**src/rtl/fetch_aligner.sv**
```systemverilog
// fetch_aligner: splits aligned 32-bit fetch words into 16/32-bit instructions and tracks their PC
module fetch_aligner #(
  parameter logic [31:0] BOOT_ADDR = 32'h0000_0000
) (
  input  logic        clk_i,
  input  logic        rst_ni,
  input  logic        flush_i,
  input  logic [31:0] flush_pc_i,
  input  logic        fetch_valid_i,
  output logic        fetch_ready_o,
  input  logic [31:0] fetch_rdata_i,
  output logic        instr_valid_o,
  input  logic        instr_ready_i,
  output logic [31:0] instr_o,
  output logic [31:0] instr_pc_o,
  output logic        instr_is_compressed_o
);
  logic [31:1] pc_q, pc_d;
  logic [15:0] hw_q, hw_d;
  logic        hw_vld_q, hw_vld_d;
  logic        skip_q, skip_d;
  logic        hw_c, instr_fire, fetch_fire;
  logic        unused_pc_lsb;
  assign unused_pc_lsb = flush_pc_i[0];
  // a buffered compressed halfword can be emitted without any new fetch data
  assign hw_c = hw_vld_q && hw_q[1:0] != 2'b11;
  assign instr_fire = instr_valid_o && instr_ready_i;
  assign fetch_fire = fetch_valid_i && fetch_ready_o;
  assign instr_pc_o = {pc_q, 1'b0};
  // select the instruction from the buffered halfword and/or the incoming word
  always_comb begin
    instr_o = hw_vld_q ? (hw_c ? {16'h0, hw_q} : {fetch_rdata_i[15:0], hw_q})
                       : (fetch_rdata_i[1:0] != 2'b11 ? {16'h0, fetch_rdata_i[15:0]} : fetch_rdata_i);
    instr_is_compressed_o = instr_o[1:0] != 2'b11;
    instr_valid_o = !flush_i && !skip_q && (hw_c || fetch_valid_i);
    fetch_ready_o = !flush_i && (skip_q || (!hw_c && instr_ready_i));
  end
  // next-state: flush redirects, skip drops a low half, otherwise advance on instr transfer
  always_comb begin
    pc_d = pc_q;
    hw_d = hw_q;
    hw_vld_d = hw_vld_q;
    skip_d = skip_q;
    if (flush_i) begin
      pc_d = flush_pc_i[31:1];
      hw_vld_d = 1'b0;
      skip_d = flush_pc_i[1];
    end else if (skip_q) begin
      if (fetch_fire) begin
        hw_d = fetch_rdata_i[31:16];
        hw_vld_d = 1'b1;
        skip_d = 1'b0;
      end
    end else if (instr_fire) begin
      pc_d = pc_q + (instr_is_compressed_o ? 31'd1 : 31'd2);
      hw_d = fetch_fire ? fetch_rdata_i[31:16] : hw_q;
      hw_vld_d = fetch_fire && (hw_vld_q || instr_is_compressed_o);
    end
  end
  // state registers with asynchronous reset to the boot address
  always_ff @(posedge clk_i or negedge rst_ni) begin
    if (!rst_ni) begin
      pc_q <= BOOT_ADDR[31:1];
      hw_q <= 16'h0;
      hw_vld_q <= 1'b0;
      skip_q <= BOOT_ADDR[1];
    end else begin
      pc_q <= pc_d;
      hw_q <= hw_d;
      hw_vld_q <= hw_vld_d;
      skip_q <= skip_d;
    end
  end
endmodule
```
**config.mk**
```make
export PLATFORM = sky130hd
export DESIGN_NAME = fetch_aligner
export DESIGN_NICKNAME = d
export VERILOG_FILES = /design/src/rtl/fetch_aligner.sv
export SDC_FILE = /design/constraint.sdc
export NUM_CORES = 1
export LEC_CHECK = 0
export ABC_AREA = 0
export BUFFER_PORTS_ARGS = -buffer_cell sky130_fd_sc_hd__buf_4
export CORE_UTILIZATION = 51
export CTS_CLUSTER_DIAMETER = 60
export DETAILED_ROUTE_END_ITERATION = 10
export GPL_TIMING_DRIVEN = 0
export PLACE_DENSITY = 0.86
export SYNTH_ARGS = -nofsm -noshare
export SYNTH_HDL_FRONTEND = slang
export SYNTH_SLANG_ARGS = --single-unit
```
**constraint.sdc**
```tcl
create_clock -name clk_i -period 6 [get_ports clk_i]
set_clock_uncertainty 0.1 [all_clocks]
set_input_delay 1.2 -clock clk_i [delete_from_list [all_inputs] [get_ports clk_i]]
set_output_delay 1.2 -clock clk_i [all_outputs]
set_load 0.1 [all_outputs]
```
# --- Yosys cells after proc, flatten, opt, wreduce, memory -nomap -nowiden ---
# Cells that the tools add are included.
# Widths: inputs -> output; s select.
word_totals:
  output_inout_bits: 67
  ff_bits: 49
classes:
  bitwise_logic: 1
  eq_ne: 5
  mux: 17
  n_reduce_logical: 20
  addsub: 1
ops:
  columns: ["operator", "count"]
  rows:
  - ["$mux 32", 3]
  - ["$mux 31", 3]
  - ["$mux 16", 3]
  - ["$add 31x2->31", 1]
  - ["$logic_and 1x1->1", 8]
  - ["$ne 2x2->1 const B", 4]
  - ["$mux 1", 7]
  - ["$reduce_and 2->1", 3]
  - ["$reduce_bool 2->1", 2]
  - ["$logic_not 1->1", 3]
  - ["$logic_or 1x1->1", 3]
  - ["$ne 3x2->1 const B", 1]
  - ["$reduce_bool 3->1", 1]
  - ["$mux 2", 1]
  - ["$not 1->1", 1]

# --- Logic depth before layout (Yosys ltp) ---
depth:
  word_depth: 11
  ltp_mapped: 13

# --- Worst setup path after synthesis ---
# OpenSTA, ideal clock, no wires.
synth_timing:
  path_kind: "input-to-reg"
  startpoint: "in fetch_rdata_i[0]"
  endpoint: "reg pc_q[30] (netlist bit)"
  arrival_time_ns: 4.957
  cell_stages: 11
  path_slack_ns: 0.861
  cell_sequence: "and3b_1 > clkbuf_1 > clkbuf_1 > nor2_1 > inv_1 > ha_1 > a21o_1 > o2111ai_1 > or4_1 > or3_1 > a31oi_1"
synth_via:
  elab_chain_cells: 8
synth_lines:
  columns: ["element", "line", "source"]
  rows:
  - ["start, declared", "11", "input logic [31:0] fetch_rdata_i,"]
  - ["$mux 32", "33", ": (fetch_rdata_i[1:0] != 2'b11 ? {16'h0, fetch_rdata_i[15:0]} : fetch_rdata_i);"]
  - ["$mux 32", "32", "instr_o = hw_vld_q ? (hw_c ? {16'h0, hw_q} : {fetch_rdata_i[15:0], hw_q})"]
  - ["$ne 2x2->1", "34", "instr_is_compressed_o = instr_o[1:0] != 2'b11;"]
  - ["named net instr_is_compressed_o", "16", "output logic instr_is_compressed_o"]
  - ["$mux 2", "55", "pc_d = pc_q + (instr_is_compressed_o ? 31'd1 : 31'd2);"]
  - ["$add 31x2->31", "55", null]
  - ["$mux 31", "54", "end else if (instr_fire) begin"]
  - ["$mux 31", "48", "end else if (skip_q) begin"]
  - ["$mux 31", "44", "if (flush_i) begin"]
  - ["end signal, assigned", "63", "pc_q <= BOOT_ADDR[31:1];"]
  - ["end signal, assigned", "68", "pc_q <= pc_d;"]
  - ["end, declared", "18", "logic [31:1] pc_q, pc_d;"]
# The timed path passes the listed nets, and every way through them passes these cells. The select of a mux whose other input is x is not followed.
# A chain may end at the register's enable or synchronous reset.

# --- Worst setup path after layout ---
layout_timing:
  startpoint: "in fetch_rdata_i[1]"
  endpoint: "reg pc_q[17] (netlist bit)"
layout_via:
  elab_chain_cells: 8
layout_lines:
  columns: ["element", "line"]
  rows:
  - ["$mux 32", "33"]
  - ["$mux 32", "32"]
  - ["$ne 2x2->1", "34"]
  - ["$mux 2", "55"]
  - ["$add 31x2->31", "55"]
  - ["$mux 31", "54"]
  - ["$mux 31", "48"]
  - ["$mux 31", "44"]
# No other way between the ends. The select of a mux whose other input is x is not followed.

==> metrics.txt <==
total track usage 27.3%; Register-to-Register Path Depth 12; Root Driver clkbuf_8; area growth from synthesis to layout 39.6%; RD Place Congestion 0.842; number of synthesized flops with an enable pin 0; FF+latch count, synth 49; share of layout cells above drive strength 1 41.9%; CP peak stage delay 440 ps; Syn Nets 365; Final setup viols 0; Async SR Flop Fraction 100%; CP max-delay cell clkbuf_1; Die ar. 6030 um^2; final wirelength 7970 um; worst slew pin tran 797 ps; Post CTS Setup Buffer Count 0; Hold-fix buffers, CTS 0; MaxCap Viol Count 0; post-synthesis sequential area ratio 42.0%; cell area after synthesis 2920 um^2; post-detailed-route via-to-cell ratio 5.58; CTS tree done; vias in the first global route 2852; CTS H-tree lvls 2; Core ar. 5510 um^2; Pins Over Slew Limit 0; Synth Warn # 0; share of the synthesized area in the top cell type 42.0%; Net Sw Frac 48.9%; non-filler cells, final 504; RSZ-0062 raised after global routing no; Final Hold Slack 409 ps; Inserted Diodes 0; min Tclk post-route 4150 ps; CP required 6090 ps; crit path capture pc_q[17]; relative slew slack 46.6%; pre-CTS setup slack 1560 ps; initial drt markers 89; dpl cells 496; Startpoint Class primary input; via count 2814; Worst-path clk slew 80 ps; Int Pwr 613 uW; pin count of the biggest net entering global routing 50; antenna violations before repair 0; Clock Path Buffers 2; Comb pwr share 49.3%; count leader, synth dfrtp_1; setup TNS 0 ps; Flop pwr share 34.9%; fmax 241 MHz; Detail Placement HPWL 6050 um; synth unique cells 44; Hold Vio Cnt, Final 0; most used cell, CP clkbuf_1; crit path max fanout 10; Ports 136; R2R Path End pc_q[17]; Clk pwr share 15.8%; FF-to-FF setup slack 2070 ps; CP Capture Type register; Worst-Skew Late Latency 310 ps; nets 503; # rows 27; Design Power 1200 uW; Worst Path Arrival 4240 ps; CP cell instances buf_4 > and3b_1 > clkbuf_1 > clkbuf_1 > nor2_1 > ha_1 > fa_1 > and4_1 > o211ai_1 > nor3_1 > xor2_1 > mux2_2; # fillers 416; Mean Syn Cell Area 9.97 um^2; clock buffer count from CTS 5; synthesized netlist cell count 293; WL/cell 15.8 um; Die H 77.7 um; post-route clock period utilization 69.1%; RR Startpoint hw_vld_q; Num Clock Sinks 49; first-pass GRT wire length 12800 um; crit path kind in -> reg; NetSw 585 uW; cell taking the most area after synthesis dfrtp_1; post-CTS sizing 0; slack of the critical path 1850 ps; antenna-violating nets left 0; I/O Buffers 131; Post-route DRC 0; Horiz. Die Dim 77.7 um; pwr dens 294 nW/um^2; leakage power 0.00184 uW; peak supply drop 0.000190 V; HP Class reg -> reg; gr ovfl total 0; synth top area cells dfrtp_1, mux2_2, a22o_1; critical path launch point fetch_rdata_i[1]; status complete, no violations; Initial Utilization 53.1%; DRT Pass-1 Iters 4; Primary FF master, synth dfrtp_1; top cells by count, synth dfrtp_1, mux2_2, nand2_1
==> layout make-up <==
type                            count  area (um^2)  share of cell area, %
Inverter                            4         15.0                  0.368
Sequential cell                    49         1230                   30.1
Clock buffer                        6         72.6                   1.78
Multi-Input combinational cell    219         1590                   39.1
Tap cell                           72         90.1                   2.21
Timing Repair Buffer              131          983                   24.1
Clock inverter                      2         10.0                  0.245
Buffer                             21         86.3                   2.12
==> state kept, by name (all words and copies together), names as in the netlist <==
signal    flops
pc_q         31
hw_q         16
hw_vld_q      1
skip_q        1
==> critical path: cells and delay by family <==
family          cells  cell delay, ps
fa+ha+maj           2             670
compound gates      1             370
mux                 1             270
xor+xnor            1             170
simple gates        4             690
buf+inv             3             860
==> worst min-delay path by stage <==
stage,from,to,slack (ps),cells after the start
6_report,hw_q[3],hw_q[3],410,1
4_1_cts,hw_q[11],hw_q[11],410,1
2_1_floorplan,hw_q[13],hw_q[13],370,1
5_1_grt,hw_q[11],hw_q[11],430,1
3_3_place_gp,hw_q[8],hw_q[8],380,1
3_5_place_dp,hw_q[11],hw_q[11],390,1
==> power by group through the flow <==
stage	combinational, uW	sequential [uW]	clock [uW]
5_1_grt	614	425	208
6_report	591	418	189
4_1_cts	593	417	191
2_1_floorplan	311	561	0
3_5_place_dp	592	423	0
3_3_place_gp	584	421	0
==> metrics by stage <==
stage,area [um^2],utilization (%)
after floorplan,2920,-
after global placement,4000,72.6
after detailed placement,4000,72.6
after CTS,4080,74.1
after global routing,4080,74.1
final,4080,74.1
==> placed cells by master, fill, tap and decap left out, types with 4 or more instances in the layout <==
cell type / synthesis / final
buf_4: 1 / 132
dfrtp_1: 49 / 49
mux2_2: 36 / 36
nand2_1: 34 / 34
o21ai_0: 25 / 25
clkbuf_1: 16 / 17
a22o_1: 16 / 16
xnor2_1: 13 / 13
xor2_1: 12 / 12
nor3_1: 9 / 9
nand3_1: 8 / 8
nor4_1: 8 / 8
nor2_1: 7 / 7
and3_1: 5 / 5
nand4_1: 5 / 5
clkbuf_8: 0 / 5
inv_1: 4 / 4
==> layer usage <==
layer  up-vias  wire length, um  global-route usage (%)
met5         -                0                       0
met4         0               60                    7.74
met3         7              637                    6.35
met2       114             4190                    50.6
met1      1360             3080                    31.0
li1       1333                -                       -
==> kinds of logic after synthesis <==
group	after synthesis	synth area share, %
other	1	0.128
and+or+nand+nor	93	16.8
muxes	38	14.6
xor gates and xnor gates	25	7.49
adders and majority gates	3	1.54
buffers and inverters	25	3.47
AOI/OAI and AO/OA	59	14.0
DFF	49	42.0
No activity file was read; power rests on OpenSTA's default activity.
